**config.mk**
```make
export PLATFORM = sky130hd
export DESIGN_NAME = fifo_pack_drain
export DESIGN_NICKNAME = d
export VERILOG_FILES = /design/src/rtl/fifo_pack_drain.sv
export SDC_FILE = /design/constraint.sdc
export NUM_CORES = 1
export LEC_CHECK = 0
export BUFFER_PORTS_ARGS = -buffer_cell sky130_fd_sc_hd__buf_4
export CAP_MARGIN = 20
export CORE_MARGIN = 3
export CORE_UTILIZATION = 40
export DETAILED_ROUTE_END_ITERATION = 8
export HOLD_SLACK_MARGIN = 0.05
export PLACE_DENSITY = 0.67
export SLEW_MARGIN = 10
export SYNTH_ARGS = -nofsm -noshare
export SYNTH_HDL_FRONTEND = slang
export SYNTH_SLANG_ARGS = --single-unit
```
**constraint.sdc**
```tcl
create_clock -name clk_i -period 2.6 [get_ports clk_i]
set_clock_uncertainty 0.1 [all_clocks]
set_input_delay 0 -clock clk_i [delete_from_list [all_inputs] [get_ports clk_i]]
set_output_delay 0 -clock clk_i [all_outputs]
set_load 0.05 [all_outputs]
```
**src/rtl/fifo_pack_drain.sv**
```systemverilog
// Pops narrow words from a registered-read FIFO and packs RATIO of them, LSB first, into one wide word.
// Latency: RATIO+1 cycles from the first read enable to out_valid_o; one word per RATIO+2 cycles when unstalled.
// Backpressure: the packed word is held stable and no reads are issued until out_ready_i accepts it.
//
// Ports:
//   clk_i, rst_i              clock (rising edge) and synchronous active-low reset
//   fifo_rdata_i/_empty_i     FIFO read data (valid the cycle after a pop) and empty flag
//   fifo_rd_en_o              FIFO pop request
//   flush_i                   request to emit a partially filled word
//   out_data_o/_cnt_o         packed word and number of valid slots in it
//   out_valid_o/out_ready_i   output handshake
module fifo_pack_drain #(
  parameter int WIDTH     = 4,
  parameter int RATIO     = 4,
  parameter int OUT_WIDTH = WIDTH * RATIO
) (
  input  logic                         clk_i,
  input  logic                         rst_i,
  input  logic [WIDTH-1:0]             fifo_rdata_i,
  input  logic                         fifo_empty_i,
  output logic                         fifo_rd_en_o,
  input  logic                         flush_i,
  output logic [OUT_WIDTH-1:0]         out_data_o,
  output logic [$clog2(RATIO+1)-1:0]   out_cnt_o,
  output logic                         out_valid_o,
  input  logic                         out_ready_i
);

  localparam int CW = $clog2(RATIO+1);

  typedef enum logic {FILL, HOLD} state_t;

  state_t               state_q, state_d;
  logic [CW-1:0]        issued;
  logic [CW-1:0]        captured;
  logic                 pend;        // a read issued last edge; its data is on fifo_rdata_i now
  logic                 flush_pend;
  logic [OUT_WIDTH-1:0] slots;
  logic [OUT_WIDTH-1:0] slots_nxt;

  logic last_fill;   // the in-flight word completes the packed word this edge
  logic flush_take;  // flush_i accepted this cycle
  logic flush_done;  // partial word can be emitted this edge

  always_comb begin
    slots_nxt = slots;
    if (pend) begin
      slots_nxt[int'(captured)*WIDTH +: WIDTH] = fifo_rdata_i;
    end
  end

  assign last_fill  = (state_q == FILL) && pend && (captured == CW'(RATIO-1));
  // A flush arriving with the final slot filling is absorbed by the full word.
  assign flush_take = (state_q == FILL) && flush_i && !flush_pend &&
                      ((captured != '0) || pend) && !last_fill;
  assign flush_done = (state_q == FILL) && flush_pend && !pend && (captured != '0);

  // flush_take also gates the read so no new word is popped in the flush cycle.
  assign fifo_rd_en_o = (state_q == FILL) && !fifo_empty_i && (issued < CW'(RATIO)) &&
                        !flush_pend && !flush_take;

  always_ff @(posedge clk_i) begin
    if (!rst_i) begin
      state_q <= FILL;
    end else begin
      state_q <= state_d;
    end
  end

  always_comb begin
    state_d = state_q;
    case (state_q)
      FILL: if (last_fill || flush_done) state_d = HOLD;
      HOLD: if (out_valid_o && out_ready_i) state_d = FILL;
      default: state_d = FILL;
    endcase
  end

  always_ff @(posedge clk_i) begin
    if (!rst_i) begin
      issued      <= '0;
      captured    <= '0;
      pend        <= 1'b0;
      flush_pend  <= 1'b0;
      slots       <= '0;
      out_data_o  <= '0;
      out_cnt_o   <= '0;
      out_valid_o <= 1'b0;
    end else begin
      pend <= fifo_rd_en_o;
      if (fifo_rd_en_o) begin
        issued <= issued + 1'b1;
      end
      if (state_q == FILL) begin
        if (pend) begin
          slots    <= slots_nxt;
          captured <= captured + 1'b1;
        end
        if (flush_take) begin
          flush_pend <= 1'b1;
        end
        if (last_fill) begin
          out_data_o  <= slots_nxt;
          out_cnt_o   <= CW'(RATIO);
          out_valid_o <= 1'b1;
          slots       <= '0;
          issued      <= '0;
          captured    <= '0;
          flush_pend  <= 1'b0;
        end else if (flush_done) begin
          // Unfilled upper slots are already zero since slots is cleared on every emit.
          out_data_o  <= slots;
          out_cnt_o   <= captured;
          out_valid_o <= 1'b1;
          slots       <= '0;
          issued      <= '0;
          captured    <= '0;
          flush_pend  <= 1'b0;
        end
      end else begin
        if (out_ready_i) begin
          out_valid_o <= 1'b0;
        end
      end
    end
  end

endmodule

```
==> results of run 1 <==
==> worst register-to-register path, delay by kind of cell, from the launching register on <==
family,cells,cell delay (ns)
compound gates,2,0.39
fa+ha+maj,2,0.42
buf+inv,1,0.10
flops,1,0.46
simple gates,2,0.85
==> cells in the final DEF, fill, tap and decap left out, drive strengths merged, types with 3 or more instances in the layout <==
cell and instances:
a32oi 12, nand2 22, dlygate4sd3 7, a32o 4, a22oi 5, nand3 16, a222oi 3, nor2 12
a22o 4, buf 35, o21ai 12, and2 5, clkbuf 6, inv 6, a31oi 9, dfxtp 45
ha 6, a21oi 23
==> synthesized netlist by cell type, types with 2 or more instances <==
cell type	number	area [um2]
sky130_fd_sc_hd__nand2_1	21	78.8
sky130_fd_sc_hd__dfxtp_1	45	901
sky130_fd_sc_hd__nor2_1	11	41.3
sky130_fd_sc_hd__o21ai_2	2	17.5
sky130_fd_sc_hd__a22oi_1	5	37.5
sky130_fd_sc_hd__buf_6	2	22.5
sky130_fd_sc_hd__mux2_4	2	30.0
sky130_fd_sc_hd__a22o_1	4	35.0
sky130_fd_sc_hd__and2_1	4	25.0
sky130_fd_sc_hd__a32o_1	4	40.0
sky130_fd_sc_hd__clkbuf_1	14	52.6
sky130_fd_sc_hd__nor2b_1	2	12.5
sky130_fd_sc_hd__a21oi_1	23	115
sky130_fd_sc_hd__a222oi_1	3	30.0
sky130_fd_sc_hd__a31oi_1	8	50.1
sky130_fd_sc_hd__o21ai_0	9	45.0
sky130_fd_sc_hd__and4b_1	2	20.0
sky130_fd_sc_hd__buf_2	2	10.0
sky130_fd_sc_hd__a211oi_1	2	15.0
sky130_fd_sc_hd__nand3_1	16	80.1
sky130_fd_sc_hd__a32oi_1	12	105
sky130_fd_sc_hd__inv_1	5	18.8
sky130_fd_sc_hd__ha_1	6	75.1
==> path summary, 6_finish.rpt <==
kind               endpoint         start  slack [ns]  cells past startpoint
min                    pend  fifo_empty_i        0.06                      4
min reg2reg  out_data_o[15]     slots[15]        0.36                      2
max                slots[6]   captured[0]        0.17                      7
max reg2reg        slots[6]   captured[0]        0.17                      7
==> kinds of logic after synthesis <==
logic type | Yosys count | share of synthesized area, %
DFF | 45 | 42.9
adders and majority gates | 6 | 3.57
muxes | 3 | 1.91
and+or+nand+nor | 72 | 19.7
AOI/OAI and AO/OA | 78 | 26.4
buffers and inverters | 24 | 5.12
xor gates and xnor gates | 1 | 0.417
==> registers in the layout, summed over array words and instances (netlist names) <==
name         count
issued           3
slots           16
captured         3
out_valid_o      1
out_cnt_o        3
state_q          1
flush_pend       1
out_data_o      16
pend             1
==> power breakdown <==
group	total, mW	internal, mW	leakage (nW)	switching (mW)
combinational	0.170	0.0687	0.504	0.101
clock	0.422	0.186	0.0450	0.235
sequential	0.727	0.706	0.363	0.0214
total	1.32	0.961	0.913	0.358
==> metrics by stage <==
stage          worst slack, ns  utilization [%]  hold WS [ns]  power [mW]
6_report                 0.174             51.2        0.0582        1.32
5_1_grt                 0.0404             51.2        0.0793        1.38
4_1_cts                  0.179             51.2        0.0594        1.33
3_5_place_dp             0.188             48.1         0.189       0.904
3_3_place_gp             0.266             48.1         0.186       0.901
2_1_floorplan            0.344                -        0.0609       0.857
==> area by class of cell <==
type,count,area (um2)
Fill cell,488,2400
Multi-Input combinational cell,160,1090
Sequential cell,45,901
Timing Repair Buffer,42,333
Tap cell,67,83.8
Clock buffer,6,72.6
Inverter,6,22.5
Clock inverter,2,10.0
==> layer usage <==
| metal | global-route usage (%) | vias to the layer above | share of wire, % |
|---|---|---|---|
| met2 | 27.7 | 57 | 46 |
| met4 | 5.77 | 0 | 1.4 |
| met5 | 0 | - | 0 |
| met1 | 24.3 | 897 | 47 |
| met3 | 4.24 | 6 | 5.0 |
| li1 | - | 919 | - |
==> results by stage, run 1 <==
Outcome:
- The run finished with clean final reports.

Place:
- The number of buffers inserted by port buffering is 29.
- The last weighted congestion value of the routability-driven placer is 0.844.
- Detailed placement ended at an HPWL of 3.51 mm.
- After detailed placement, the design holds a cell count of 313.
- After detailed placement, the total cell area comes to 2360 um2.

Worst setup path:
- Data on the critical path arrives at its endpoint at 2.53 ns.
- The critical path is of the register to register type.
- The dominant delay contributor by cell family on the critical path is simple AND/OR/NAND/NOR gates.
- The peak per-stage delay on the critical path is 0.68 ns.
- The data required time of the worst path is 2.70 ns.
- The slowest stage of the critical path is the sky130_fd_sc_hd__or4b_1 cell.
- The element type at the critical path end is a register.
- STA classifies the critical path startpoint as a register.
- The cell repeated most along the worst path is sky130_fd_sc_hd__ha_1.
- Along the worst path, the maximum fanout reaches 9.
- The signal on the critical path passes through inv_1 > ha_1 > ha_1 > or4b_1 > nand2_4 > o21bai_2 > a32o_1.
- Together, buffers and inverters on the worst path number 1.

Timing:
- Summed over all failing endpoints, the final setup total negative slack is 0 ns.
- Setup violations remaining at the end of the flow were counted as 0.
- The max-slew violation total from the final report is 0.
- At the pin with the least slew margin, the transition time is 0.656 ns.
- The number of hold violations in the final report is 0.
- In this run the tightest slew margin relative to its limit is 56.2%.
- Setup repair after global routing left no endpoint under its margin.
- Derived from the worst setup path, the maximum achievable clock frequency is 412 MHz.
- The minimum clock period is 2.43 ns.
- The final worst-path cycle share is 93.3%.

Floorplan:
- The effective utilization at floorplan is 42.8%.
- The floorplan step set the die width to 78.5 um.
- The floorplan core area is 4910 um2.
- The number of primary I/O pins is 30.
- In this run the core area contains 25 standard-cell rows.
- The die area is 6160 um2.
- The die is 78.5 um tall.

GRT:
- The pin count of the biggest net entering global routing is 29.
- The number of antenna violations at the first check in global routing is 0.
- The via count of the first global-routing pass is 1717.
- The global-route wire length before repair is 8.69 mm.
- Global routing consumed, over all layers together, 17.8% of the routing resources.
- The total global routing overflow is 0.

Clock network:
- After clock tree synthesis, the clock-pin slew on the worst setup and hold paths is 0.08 ns.
- The setup fix buffers added after clock tree synthesis is 0.
- The clock latency on the worst-skew pair is 0.31 ns.
- The clock net in this run drives a total of 45 sinks.
- The number of hold-repair buffers added at the cts stage is 7.
- Once the clock tree was built, the resizer swapped 0 gates to a different size.
- The deepest level of the CTS H-tree is 2.
- The number of buffers created by CTS is 5.
- In this run the deepest clock path goes through 2 buffers.
- The clock tree from TritonCTS is built.
- In this run the clock root is driven by a sky130_fd_sc_hd__clkbuf_8.

Min path:
- The tightest min-delay check is of the input port to register type.

Detailed routing:
- Dividing the detail-routed via count by the number of cells gives 5.73.
- The final layout contains routed wiring with a total length of 5.13 mm.
- The routed layout has 1879 vias.
- After detailed routing, the number of remaining DRC violations is 0.
- The first TritonRoute pass finished after 4 iterations.
- For this block, the initial DRC count from the detailed router was 146.
- Dividing the detail-routed wire length by the instance count gives 15.6 um.
- The detail route stage leaves a number of antenna-violating nets equal to 0.

Synth:
- During synthesis, Yosys emitted a total of 0 warnings.
- The mean instance size in the synthesized netlist is 9.17 um2.
- After synthesis, the share of flip-flops with an asynchronous set or reset is 0%.
- The number of distinct library cells after synthesis is 48.
- The net count after synthesis is 244.
- The sequential-to-total area share from yosys stat is 42.9%.
- The post-synthesis register bit count is 45.
- The dominant synthesized flop cell is sky130_fd_sc_hd__dfxtp_1.
- The number of enable-type register cells in the synthesized netlist is 0.
- Synthesis produced a netlist whose cell count is 229.
- The synthesized area is 2100 um2.

Layout:
- The layout overhead on the synthesized area is 19.7%.
- After routing the design area is 2510 um2.
- The count of non-filler cells in the finished layout is 328.
- The net count of the finished layout is 275.
- The fraction of final layout cells with drive strength greater than 1 is 21.5%.
- The repair_antennas step left the layout with diodes totalling 0.

Pwr:
- Across the VDD grid, the largest voltage drop is 256 uV.
- The total power density per cell area is 524 nW/um2.
- The leakage power total is 0.913 nW.

Run:
- The tool flagged a number of max-cap violations equal to 0.
No activity file was read; power rests on OpenSTA's default activity.
==> run 2: changes to the inputs <==
CORE_MARGIN = not set   (was 3)
==> run 2 against run 1 <==
Against the previous run:
- wire length shrank 1.1%
- sequential cell count stayed put
- setup slack gained 0.022 ns
- cell count rose by 0.61%
- clock power grew 6.6%
- design area increased by 0.20%
- sequential share of layout area down 0.071 points
- global-route usage is 2.1 points higher
- critical endpoint is now out_data_o[1]
- largest power group unchanged
==> results by stage, run 2 (synthesized netlist as in run 1, its figures left out) <==
Worst setup path:
- The data required time of the worst path is 2.69 ns (about the same).
- The type of the setup path with the least slack is register to register.
- The signal arrival time at the worst endpoint is 2.49 ns (-0.04 ns).
- The cell repeated most along the worst path is sky130_fd_sc_hd__ha_1.
- The type of element launching the critical path is a register.
- The signal on the critical path passes through inv_1 > ha_1 > ha_1 > or4b_1 > mux2_4 > o21ai_2 > a31oi_1.
- The element type at the critical path end is a register.
- The number of buffers and inverters on the critical path is 1 (unchanged).
- For this design, the slowest cell found on the critical path is sky130_fd_sc_hd__or4b_1.
- The worst reg2reg path startpoint is captured[0].
- The maximum net fanout on the critical path came to 9 (unchanged).
- The number of cell instances on the worst register-to-register path is 7 (unchanged).
- The peak per-stage delay on the critical path is 0.67 ns (about the same).
- The origin of the worst setup path is captured[0].
- The number of stages on the worst setup path was 7 (unchanged).
- On the critical path the largest part of the delay comes from simple AND/OR/NAND/NOR gates.

Clock network:
- The sink count of the clock tree came to 45 (unchanged).
- The number of buffers created by CTS is 5 (unchanged).
- The setup fix buffers added after clock tree synthesis came to 0 (unchanged).
- The register clock-pin slew on the reported worst setup and hold paths is 0.09 ns (about the same).
- TritonCTS built the clock tree.
- The clock latency on the worst-skew pair was 0.31 ns (about the same).
- CTS placed an instance of sky130_fd_sc_hd__clkbuf_8 at the clock tree root.
- The deepest level of the CTS H-tree is 2 (unchanged).
- The number of buffers on the longest clock path is 2 (unchanged).

Detailed routing:
- The wire length per cell after detailed routing is 15.4 um (-1.7%).
- The post-detailed-routing wire length is 5.07 mm (-1.1%).
- The iteration-0 DRC count of the detailed router is 105 (-28%).
- The vias per cell was 5.61 (-2.0%).
- The DRC violations left is 0 (unchanged).
- The total number of vias is 1852 (-1.4%).
- The number of iterations in the first detailed-routing pass is 4 (unchanged).
- The final antenna-violating net count was 0 (unchanged).

Timing:
- The final count of negative-setup-slack endpoints is 0 (unchanged).
- The number of hold violations in the final report was 0 (unchanged).
- The timing-limited maximum frequency is 416 MHz (+0.93%).
- The sum of negative setup slack is 0 ns (unchanged).
- The worst-case setup margin in the final layout is 0.196 ns (+0.0223 ns).
- The worst slew margin relative to its limit is 64.2% (+8.0 points).
- The transition time at the pin with the least slew margin is 0.535 ns (-0.121 ns).
- The max-slew violation total from the final report came to 0 (unchanged).
- Setup repair after global routing left no endpoint under its margin.
- The worst hold slack is 0.0647 ns (+0.00656 ns).
- The final worst-path cycle share came to 92.5% (-0.86 points).
- The minimum clock period is 2.40 ns (-0.0223 ns).

Floorplan:
- The effective utilization at floorplan is 41.4% (-1.4 points).
- The number of primary I/O pins is 30 (unchanged).
- The die area was 5550 um2 (-9.9%).
- The die outline width is 74.5 um (-5.1%).
- The number of rows created at floorplan was 26 (+4.0%).
- The floorplan core area came to 5070 um2 (+3.3%).
- The die height is 74.5 um (-5.1%).

GRT:
- The number of antenna violations at the first check in global routing is 0 (unchanged).
- The pin count of the biggest net entering global routing came to 29 (unchanged).
- The global-route wire length before repair came to 8.29 mm (-4.7%).
- The via count of the first global-routing pass came to 1644 (-4.3%).
- The total global routing overflow was 0 (unchanged).
- The total routing resource utilization after global routing is 19.9% (+2.1 points).

Place:
- The post-placement cell area is 2360 um2 (-0.16%).
- The number of buffers inserted by port buffering is 29 (unchanged).
- The worst-case setup slack after placement came to 0.216 ns (+0.0283 ns).
- The last weighted congestion value of the routability-driven placer is 0.866 (+2.6%).
- The instance count after placement with tap cells included is 315 (+0.64%).
- The post-detailed-placement half-perimeter wirelength is 3.46 mm (-1.4%).

Pwr:
- The leakage power total came to 0.909 nW (-0.39%).
- The sequential power share came to 54.0% (-1.1 points).
- The internal power summed over all cells is 965 uW (+0.46%).
- The relative contribution of combinational cells to total power is 12.6% (-0.3 points).
- The part of the total power dissipated in the clock network was 33.4% (+1.4 points).
- The total power density per cell area came to 535 nW/um2 (+2.0%).
- The proportion of total power due to net switching is 28.4% (+1.2 points).
- The power after layout is 1.35 mW (+2.2%).
- The total net switching power came to 383 uW (+6.9%).
- The worst ir drop on vdd is 296 uV (+16%).

Min path:
- In this run the most critical hold path is launched from fifo_empty_i.
- The number of stages on the worst hold path is 4 (unchanged).
- The class of the worst hold path is input port to register.

Layout:
- The filler cell count in the final layout is 499 (+2.3%).
- The number of antenna cells inserted was 0 (unchanged).
- The count of non-filler cells in the finished layout is 330 (+0.61%).
- The final design utilization was 49.7% (-1.6 points).
- In the layout the commonest cells are sky130_fd_sc_hd__dfxtp_1, sky130_fd_sc_hd__buf_4, sky130_fd_sc_hd__a21oi_1.
- The total non-filler cell area in the finished layout came to 2520 um2 (+0.20%).
- The most common cell after layout, fill and taps aside is sky130_fd_sc_hd__dfxtp_1.
- The fraction of final layout cells with drive strength greater than 1 is 21.5% (+0.083 points).
- The layout overhead on the synthesized area is 20.0%.
- The largest registers in the layout are out_data_o: 16 flops, slots: 16 flops.
- The net count of the finished layout was 274 (-0.36%).

Run:
- The number of violations of the max-capacitance limit is 0 (unchanged).

Outcome:
- The run finished with clean final reports.
run 2: path summary, 6_finish.rpt:
path                         end  slack [ns]
hold / removal              pend        0.06
setup reg to reg   out_data_o[1]        0.20
hold reg to reg   out_data_o[15]        0.36
setup / recovery   out_data_o[1]        0.20
run 2: worst reg2reg max path, stage by stage, from the launching register on:
cell and delay, ns:
sky130_fd_sc_hd__dfxtp_1 0.46, sky130_fd_sc_hd__inv_1 0.10, sky130_fd_sc_hd__ha_1 0.22, sky130_fd_sc_hd__ha_1 0.19, sky130_fd_sc_hd__or4b_1 0.67, sky130_fd_sc_hd__mux2_4 0.37
sky130_fd_sc_hd__o21ai_2 0.11, sky130_fd_sc_hd__a31oi_1 0.05
run 2: repair_timing:
item | 4_1_cts | 5_1_grt
hold buffers | 7 | 0
hold endpoints to repair | 41 | 0
gates resized for setup | 0 | 0
run 2: power by group through the flow:
stage / Clock [mW] / Combinational, mW / Sequential, mW
global placement: 0 / 0.159 / 0.744
finish: 0.450 / 0.170 / 0.728
global route: 0.481 / 0.186 / 0.732
floorplan: 0 / 0.118 / 0.740
detailed placement: 0 / 0.161 / 0.744
CTS: 0.459 / 0.169 / 0.728
run 2: cell type report:
class | count | area [um2] | share of cell area, %
well taps | 70 | 87.6 | 3.48
clock inverters | 3 | 22.5 | 0.894
flip-flops and latches | 45 | 901 | 35.7
multi-input cells | 160 | 1090 | 43.3
repair buffers | 41 | 325 | 12.9
clock buffers | 5 | 68.8 | 2.73
inverters | 6 | 22.5 | 0.894
run 2: layer usage:
metal  up-vias  GRT usage (%)  share of wire [%]
met5         -              0                  0
met4         0           7.13                1.4
met3         7           4.07                6.6
met2        55           32.2                 46
met1       870           26.4                 46
li1        920              -                  -
